<file path="src/rtl/operand_fetch_stage_pkg.sv">
// Shared widths and constants for the operand fetch stage and its scoreboard.
package operand_fetch_stage_pkg;

    localparam int RF_ADDR_LEN = 5;
    localparam int RF_DATA_LEN = 32;
    localparam int CTRL_LEN    = 16;

    // x0 reads as zero and can never be a pending destination.
    localparam logic [RF_ADDR_LEN-1:0] REG_ZERO = '0;

endpackage

</file>
<file path="src/rtl/operand_fetch_stage_reg_scoreboard.sv">
// Pending-destination scoreboard: one bit per register, set on issue, cleared by
// writeback or by killing the instruction held in the output slot.
module operand_fetch_stage_reg_scoreboard
    import operand_fetch_stage_pkg::*;
#(
    parameter int ADDR_LEN = RF_ADDR_LEN
) (
    input  logic                clk,
    input  logic                rst,
    input  logic                clr_en,
    input  logic [ADDR_LEN-1:0] clr_addr,
    input  logic                kill_en,
    input  logic [ADDR_LEN-1:0] kill_addr,
    input  logic                set_en,
    input  logic [ADDR_LEN-1:0] set_addr,
    input  logic [ADDR_LEN-1:0] rs1_addr,
    input  logic [ADDR_LEN-1:0] rs2_addr,
    input  logic                uses_rs1,
    input  logic                uses_rs2,
    input  logic [ADDR_LEN-1:0] rd_addr,
    input  logic                rd_we,
    output logic                raw_hazard,
    output logic                waw_hazard
);

    localparam int NUM_REGS = 1 << ADDR_LEN;
    localparam logic [ADDR_LEN-1:0] ZERO_ADDR = ADDR_LEN'(REG_ZERO);

    logic [NUM_REGS-1:0] pending_q;
    logic [NUM_REGS-1:0] pending_d;
    logic                raw_rs1;
    logic                raw_rs2;

    // Set is applied last so a same-cycle clear of the same index loses.
    always_comb begin
        pending_d = pending_q;
        if (clr_en) begin
            pending_d[clr_addr] = 1'b0;
        end
        if (kill_en) begin
            pending_d[kill_addr] = 1'b0;
        end
        if (set_en && (set_addr != ZERO_ADDR)) begin
            pending_d[set_addr] = 1'b1;
        end
        pending_d[0] = 1'b0;
    end

    always_ff @(posedge clk or negedge rst) begin
        if (!rst) begin
            pending_q <= '0;
        end else begin
            pending_q <= pending_d;
        end
    end

    // A writeback landing this cycle resolves the hazard through forwarding.
    always_comb begin
        raw_rs1    = uses_rs1 && pending_q[rs1_addr] && !(clr_en && (clr_addr == rs1_addr));
        raw_rs2    = uses_rs2 && pending_q[rs2_addr] && !(clr_en && (clr_addr == rs2_addr));
        raw_hazard = raw_rs1 || raw_rs2;
        waw_hazard = rd_we && (rd_addr != ZERO_ADDR) && pending_q[rd_addr]
                     && !(clr_en && (clr_addr == rd_addr));
    end

endmodule

</file>
<file path="src/rtl/operand_fetch_stage.sv">
// Operand fetch stage: drives register file reads, forwards writeback data,
// stalls on RAW/WAW hazards and registers operands into a valid/ready slot.
module operand_fetch_stage
    import operand_fetch_stage_pkg::*;
#(
    parameter int RF_ADDR_LEN = operand_fetch_stage_pkg::RF_ADDR_LEN,
    parameter int RF_DATA_LEN = operand_fetch_stage_pkg::RF_DATA_LEN,
    parameter int CTRL_LEN    = operand_fetch_stage_pkg::CTRL_LEN
) (
    input  logic                   clk,
    input  logic                   rst,
    input  logic                   in_valid,
    output logic                   in_ready,
    input  logic [RF_ADDR_LEN-1:0] in_rs1_addr,
    input  logic [RF_ADDR_LEN-1:0] in_rs2_addr,
    input  logic                   in_uses_rs1,
    input  logic                   in_uses_rs2,
    input  logic [RF_ADDR_LEN-1:0] in_rd_addr,
    input  logic                   in_rd_we,
    input  logic [RF_DATA_LEN-1:0] in_imm,
    input  logic [CTRL_LEN-1:0]    in_ctrl,
    output logic [RF_ADDR_LEN-1:0] rf_rs1_addr,
    output logic [RF_ADDR_LEN-1:0] rf_rs2_addr,
    input  logic [RF_DATA_LEN-1:0] rf_rs1_data,
    input  logic [RF_DATA_LEN-1:0] rf_rs2_data,
    input  logic                   wb_w_en,
    input  logic [RF_ADDR_LEN-1:0] wb_rd_addr,
    input  logic [RF_DATA_LEN-1:0] wb_data,
    input  logic                   kill,
    output logic                   out_valid,
    input  logic                   out_ready,
    output logic [RF_DATA_LEN-1:0] out_rs1_data,
    output logic [RF_DATA_LEN-1:0] out_rs2_data,
    output logic [RF_DATA_LEN-1:0] out_imm,
    output logic [RF_ADDR_LEN-1:0] out_rd_addr,
    output logic                   out_rd_we,
    output logic [CTRL_LEN-1:0]    out_ctrl
);

    logic                   raw_hazard;
    logic                   waw_hazard;
    logic                   stall;
    logic                   issue;
    logic [RF_DATA_LEN-1:0] op1;
    logic [RF_DATA_LEN-1:0] op2;

    logic                   out_valid_q,    out_valid_d;
    logic [RF_DATA_LEN-1:0] out_rs1_data_q, out_rs1_data_d;
    logic [RF_DATA_LEN-1:0] out_rs2_data_q, out_rs2_data_d;
    logic [RF_DATA_LEN-1:0] out_imm_q,      out_imm_d;
    logic [RF_ADDR_LEN-1:0] out_rd_addr_q,  out_rd_addr_d;
    logic                   out_rd_we_q,    out_rd_we_d;
    logic [CTRL_LEN-1:0]    out_ctrl_q,     out_ctrl_d;

    assign rf_rs1_addr = in_rs1_addr;
    assign rf_rs2_addr = in_rs2_addr;

    operand_fetch_stage_reg_scoreboard #(
        .ADDR_LEN (RF_ADDR_LEN)
    ) u_scoreboard (
        .clk        (clk),
        .rst        (rst),
        .clr_en     (wb_w_en),
        .clr_addr   (wb_rd_addr),
        .kill_en    (kill && out_valid_q && out_rd_we_q),
        .kill_addr  (out_rd_addr_q),
        .set_en     (issue && in_rd_we),
        .set_addr   (in_rd_addr),
        .rs1_addr   (in_rs1_addr),
        .rs2_addr   (in_rs2_addr),
        .uses_rs1   (in_uses_rs1),
        .uses_rs2   (in_uses_rs2),
        .rd_addr    (in_rd_addr),
        .rd_we      (in_rd_we),
        .raw_hazard (raw_hazard),
        .waw_hazard (waw_hazard)
    );

    // The register file only commits the writeback at the clock edge, so bypass it here.
    always_comb begin
        op1 = rf_rs1_data;
        op2 = rf_rs2_data;
        if (wb_w_en && (wb_rd_addr == in_rs1_addr) && (in_rs1_addr != '0)) begin
            op1 = wb_data;
        end
        if (wb_w_en && (wb_rd_addr == in_rs2_addr) && (in_rs2_addr != '0)) begin
            op2 = wb_data;
        end
    end

    always_comb begin
        stall    = raw_hazard || waw_hazard;
        in_ready = !stall && (!out_valid_q || out_ready || kill);
        issue    = in_valid && in_ready;
    end

    always_comb begin
        out_valid_d    = out_valid_q;
        out_rs1_data_d = out_rs1_data_q;
        out_rs2_data_d = out_rs2_data_q;
        out_imm_d      = out_imm_q;
        out_rd_addr_d  = out_rd_addr_q;
        out_rd_we_d    = out_rd_we_q;
        out_ctrl_d     = out_ctrl_q;
        if (issue) begin
            out_valid_d    = 1'b1;
            out_rs1_data_d = op1;
            out_rs2_data_d = op2;
            out_imm_d      = in_imm;
            out_rd_addr_d  = in_rd_addr;
            out_rd_we_d    = in_rd_we;
            out_ctrl_d     = in_ctrl;
        end else if (out_ready || kill) begin
            out_valid_d = 1'b0;
        end
    end

    always_ff @(posedge clk or negedge rst) begin
        if (!rst) begin
            out_valid_q    <= 1'b0;
            out_rs1_data_q <= '0;
            out_rs2_data_q <= '0;
            out_imm_q      <= '0;
            out_rd_addr_q  <= '0;
            out_rd_we_q    <= 1'b0;
            out_ctrl_q     <= '0;
        end else begin
            out_valid_q    <= out_valid_d;
            out_rs1_data_q <= out_rs1_data_d;
            out_rs2_data_q <= out_rs2_data_d;
            out_imm_q      <= out_imm_d;
            out_rd_addr_q  <= out_rd_addr_d;
            out_rd_we_q    <= out_rd_we_d;
            out_ctrl_q     <= out_ctrl_d;
        end
    end

    assign out_valid    = out_valid_q;
    assign out_rs1_data = out_rs1_data_q;
    assign out_rs2_data = out_rs2_data_q;
    assign out_imm      = out_imm_q;
    assign out_rd_addr  = out_rd_addr_q;
    assign out_rd_we    = out_rd_we_q;
    assign out_ctrl     = out_ctrl_q;

endmodule
</file>
<file path="config.mk">
export PLATFORM = sky130hd
export DESIGN_NAME = operand_fetch_stage
export DESIGN_NICKNAME = d
export VERILOG_FILES = /design/src/rtl/operand_fetch_stage_pkg.sv /design/src/rtl/operand_fetch_stage_reg_scoreboard.sv /design/src/rtl/operand_fetch_stage.sv
export SDC_FILE = /design/constraint.sdc
export NUM_CORES = 1
export LEC_CHECK = 0
export BUFFER_PORTS_ARGS = -buffer_cell sky130_fd_sc_hd__buf_2
export CORE_UTILIZATION = 54
export DETAILED_ROUTE_END_ITERATION = 6
export HOLD_SLACK_MARGIN = 0.12
export PLACE_DENSITY = 0.86
export RECOVER_POWER = 100
export SYNTH_ARGS = -nofsm -noshare
export SYNTH_HDL_FRONTEND = slang
export SYNTH_SLANG_ARGS = --single-unit
export TNS_END_PERCENT = 20
</file>
<file path="constraint.sdc">
create_clock -name clk -period 6.7 [get_ports clk]
set_input_delay 1.675 -clock clk [delete_from_list [all_inputs] [get_ports clk]]
set_output_delay 1.675 -clock clk [all_outputs]
set_load 0.01 [all_outputs]
</file>
==> impl.org <==
** Outcome
- Result of the run :: finished with violations
- The checks that failed: max-capacitance violations, max-slew violations.

** Power
- The analysis attributes to cell leakage a power of roughly 4.2 nW.
- Ratio of total power to cell area :: just under 300 mW/mm2
- The worst-case IR drop observed on VDD is approximately 190 uV.

** Yosys
- Synth top area cells :: sky130_fd_sc_hd__dfrtp_1 45%, sky130_fd_sc_hd__mux2_4 15%, sky130_fd_sc_hd__mux2_2 14%
- Count of unique library cells instantiated by Yosys :: 39
- In the post-synthesis netlist, the cell with the most instances is sky130_fd_sc_hd__dfrtp_1.
- Sequential cell area fraction in the yosys report :: between 40% and 50%
- The top cell type by area accounts for approximately 45% of the synthesized area.
- Cell accounting for the most synthesized area :: sky130_fd_sc_hd__dfrtp_1
- In the synthesized netlist, the number of instances is ~610.
- The most used flip-flop cell after synthesis is sky130_fd_sc_hd__dfrtp_1.
- The synthesized design contains 150 register bits.
- Most numerous cell types in the synthesized netlist :: 150 x sky130_fd_sc_hd__dfrtp_1, 105 x sky130_fd_sc_hd__mux2_2, 81 x sky130_fd_sc_hd__mux2_4
- Post-Synthesis Mean Instance Area :: 13.7 um2
- Yosys warning count :: 0
- Of all flip-flops after synthesis, the portion carrying an async set or reset was 100%.
- Synthesis produced a netlist with a net count of just under 800.
- In this run the cell area of the synthesized design comes to between 0.008 and 0.009 mm2.
- EDFF count, synth :: 0

** Place
- Cell count after placement :: around 1,000
- HPWL after detailed placement :: about 17 mm
- At the end of routability-driven placement, the weighted congestion stood at 1.01.
- Total of buffers placed on input and output ports :: roughly 300

** Floorplan
- I/O Pins :: 303
- Number of placement rows :: 45
- The floorplan step set the die width to 126 um.
- Die footprint :: ~0.016 mm2
- The floorplan step defined a core boundary enclosing ~0.015 mm2.
- In this run the vertical extent of the chip is approximately 130 um.
- Once the floorplan was initialized, standard cells occupied between 50% and 60% of the core.

** Route
- Vias after detailed routing :: between 6,000 and 7,000
- Initial drt markers :: between 800 and 900
- Final WL :: 23.3 mm
- The detail route stage leaves a number of antenna-violating nets equal to 0.
- The pre-antenna-repair detailed-routing pass consisted of 5 iterations.
- In the routed layout, each cell is associated on average with a via count of 6.12.
- After detailed routing, the average wire length per cell comes to 21.7 um.
- DRC Markers :: 0

** Critical path
- By startpoint and endpoint, the worst setup path is classified as in2out.
- CP startpoint kind :: primary input
- Type of element capturing the critical path :: output pin
- At the worst endpoint, the required time is 5030 ps.
- CP arrival :: between 3000 and 4000 ps
- Crit-path max FO :: 13

** Timing
- Number of max-slew violations in the final report :: 104
- Remaining max-slew budget at the tightest pin :: -67.4%
- Setup repair after global routing left no endpoint under its margin.
- Fin crit share :: between 80% and 90%
- Static timing analysis puts the maximum clock frequency at 178 MHz.
- The clock period could shrink to 5610 ps.
- Number of failing setup endpoints in the final timing report :: 0
- Clk_skew :: around 11 ps
- Setup total negative slack on the finished layout was measured at 0 ps.
- Hold is met by approximately 480 ps.
- At the pin with the least slew margin, the transition time is ~2500 ps.
- The hold violation total from the final report came to 0.

** Min path
- In this run the worst hold path is classified as reg2reg.

** Clock network
- TritonCTS built the clock tree.
- Post-CTS timing repair inserted 0 buffers for setup.
- In this run, CTS created clock tree buffers numbering 17.
- CTS H-tree depth :: 4
- Cts-stage hold buffer count :: 0
- CTS sink count :: 150
- # resized after CTS :: 0
- In this run the deepest clock path goes through 2 buffers.
- Clock-pin slew was measured on the worst setup and hold paths at 60 ps.
- The later pin in the worst-skew pair is clocked with a latency of 420 ps.
- Clock tree synthesis selected as its root buffer the cell sky130_fd_sc_hd__clkbuf_16.

** Layout
- For this run, the post-layout net count is ~1,000.
- Leaving out filler cells and counting taps, the final layout contains about 1,100.
- N_diodes :: 0
- Layout cells sized above 1 :: a little under two fifths
- Compared with the post-synthesis result, the final layout area differs by 17.4%.

** Global routing
- Vias in the first global route :: between 6,000 and 7,000
- Initial antenna violation count :: 0
- After global routing the overflow that remains totals 0.
- Global routing consumed, on the met1 layer, approximately two fifths of the routing resources.
- Global Route met2 Usage :: ~46%
- The global routing stage identified its most utilized layer as met2.
- All-layer global routing usage :: between 20% and 30%
- Pin count of the biggest net entering global routing :: ~100
- Global-route wire length before repair :: around 36 mm
- For met3 alone, demand over resource in global routing was between 8 and 9%.

** Run
- # Max-Cap Violations :: 1
-- report_power, final --
part / switching (mW) / leakage, nW / total (mW) / internal (mW)
Combinational: 0.392 / 2.09 / 0.722 / 0.330
Sequential: 0.158 / 1.81 / 1.26 / 1.11
Clock: 0.364 / 0.259 / 0.879 / 0.514
-- routing by layer --
metal	routed length (um)	part of all wire, %	vias to the layer above
met2	10800	46	460
met4	820	3.5	0
met1	9290	40	3199
li1	-	-	2840
met5	0	0	-
met3	2390	10	78
-- cells in the final DEF (no fill, tap or decap), types with 4 or more instances in the layout --
cell | netlist | routed
sky130_fd_sc_hd__buf_2 | 11 | 171
sky130_fd_sc_hd__clkbuf_1 | 22 | 134
sky130_fd_sc_hd__clkbuf_16 | 0 | 17
sky130_fd_sc_hd__dfrtp_1 | 150 | 150
sky130_fd_sc_hd__inv_1 | 5 | 5
sky130_fd_sc_hd__mux2_1 | 0 | 76
sky130_fd_sc_hd__mux2_2 | 105 | 105
sky130_fd_sc_hd__mux2_4 | 81 | 5
sky130_fd_sc_hd__mux2i_1 | 18 | 18
sky130_fd_sc_hd__mux4_2 | 14 | 14
sky130_fd_sc_hd__nand2_1 | 12 | 12
sky130_fd_sc_hd__nand3_1 | 15 | 15
sky130_fd_sc_hd__nand3b_1 | 14 | 14
sky130_fd_sc_hd__nor2_1 | 9 | 9
sky130_fd_sc_hd__o221ai_1 | 33 | 33
sky130_fd_sc_hd__o22ai_1 | 4 | 4
sky130_fd_sc_hd__o31ai_1 | 32 | 32
sky130_fd_sc_hd__or3_1 | 4 | 4
sky130_fd_sc_hd__or3b_2 | 6 | 6
sky130_fd_sc_hd__xor2_1 | 12 | 12
-- metrics by stage --
step	power, mW	setup slack, ps	utilization, %	instance area, um2
6_report	2.86	1090	64.7	9800
5_1_grt	2.99	913	64.7	9800
4_1_cts	3.03	1380	67.7	10300
3_5_place_dp	2.13	1390	64.2	9730
3_3_place_gp	2.11	1380	64.2	9730
2_1_floorplan	1.79	1900	-	8350
-- state kept, by name (all words and copies together) (netlist names) --
| signal | flops |
|---|---|
| out_ctrl | 16 |
| out_imm | 32 |
| out_rd_addr | 5 |
| out_rd_we | 1 |
| out_rs1_data | 32 |
| out_rs2_data | 32 |
| out_valid | 1 |
| u_scoreboard.pending_q | 31 |
-- path summary, 6_finish.rpt --
check,startpoint,end,slack (ps),cells after the start
max in group asynchronous,rst,out_imm[12],2400,2
min in group asynchronous,rst,out_imm[29],2030,1
worst max register to register,u_scoreboard.pending_q[1],out_rs1_data[17],3000,8
worst min-delay path,out_rs1_data[20],out_rs1_data[20],480,1
worst min register to register,out_rs1_data[20],out_rs1_data[20],480,1
worst max-delay path,in_rs2_addr[1],in_ready,1090,8
-- worst max-delay path, cell delays in order --
cell and delay (ps):
sky130_fd_sc_hd__clkbuf_1 490, sky130_fd_sc_hd__mux2_4 350, sky130_fd_sc_hd__a221o_1 340, sky130_fd_sc_hd__a311o_1 330
sky130_fd_sc_hd__and3_1 170, sky130_fd_sc_hd__nand4_1 170, sky130_fd_sc_hd__and3_1 240, sky130_fd_sc_hd__clkbuf_1 180
-- cell families (layout without fill, tap and decap cells) --
| logic type | Yosys count | in the layout | synth area share, % |
|---|---|---|---|
| buffers and inverters | 65 | 342 | 5.52 |
| DFF | 150 | 150 | 45.0 |
| and+or+nand+nor | 79 | 79 | 5.55 |
| AOI/OAI and AO/OA | 82 | 82 | 7.72 |
| xor gates and xnor gates | 15 | 15 | 1.57 |
| muxes | 218 | 218 | 34.7 |
-- final cells by class --
class	instances	area [um2]
clock inverter	8	78.8
clock buffer	21	450
tap	188	235
timing repair buffer	308	1400
inverter	5	18.8
multi-input combinational	394	3860
sequential	150	3750
fill	1263	5350
Note: power is estimated with default switching activity, not from simulation.
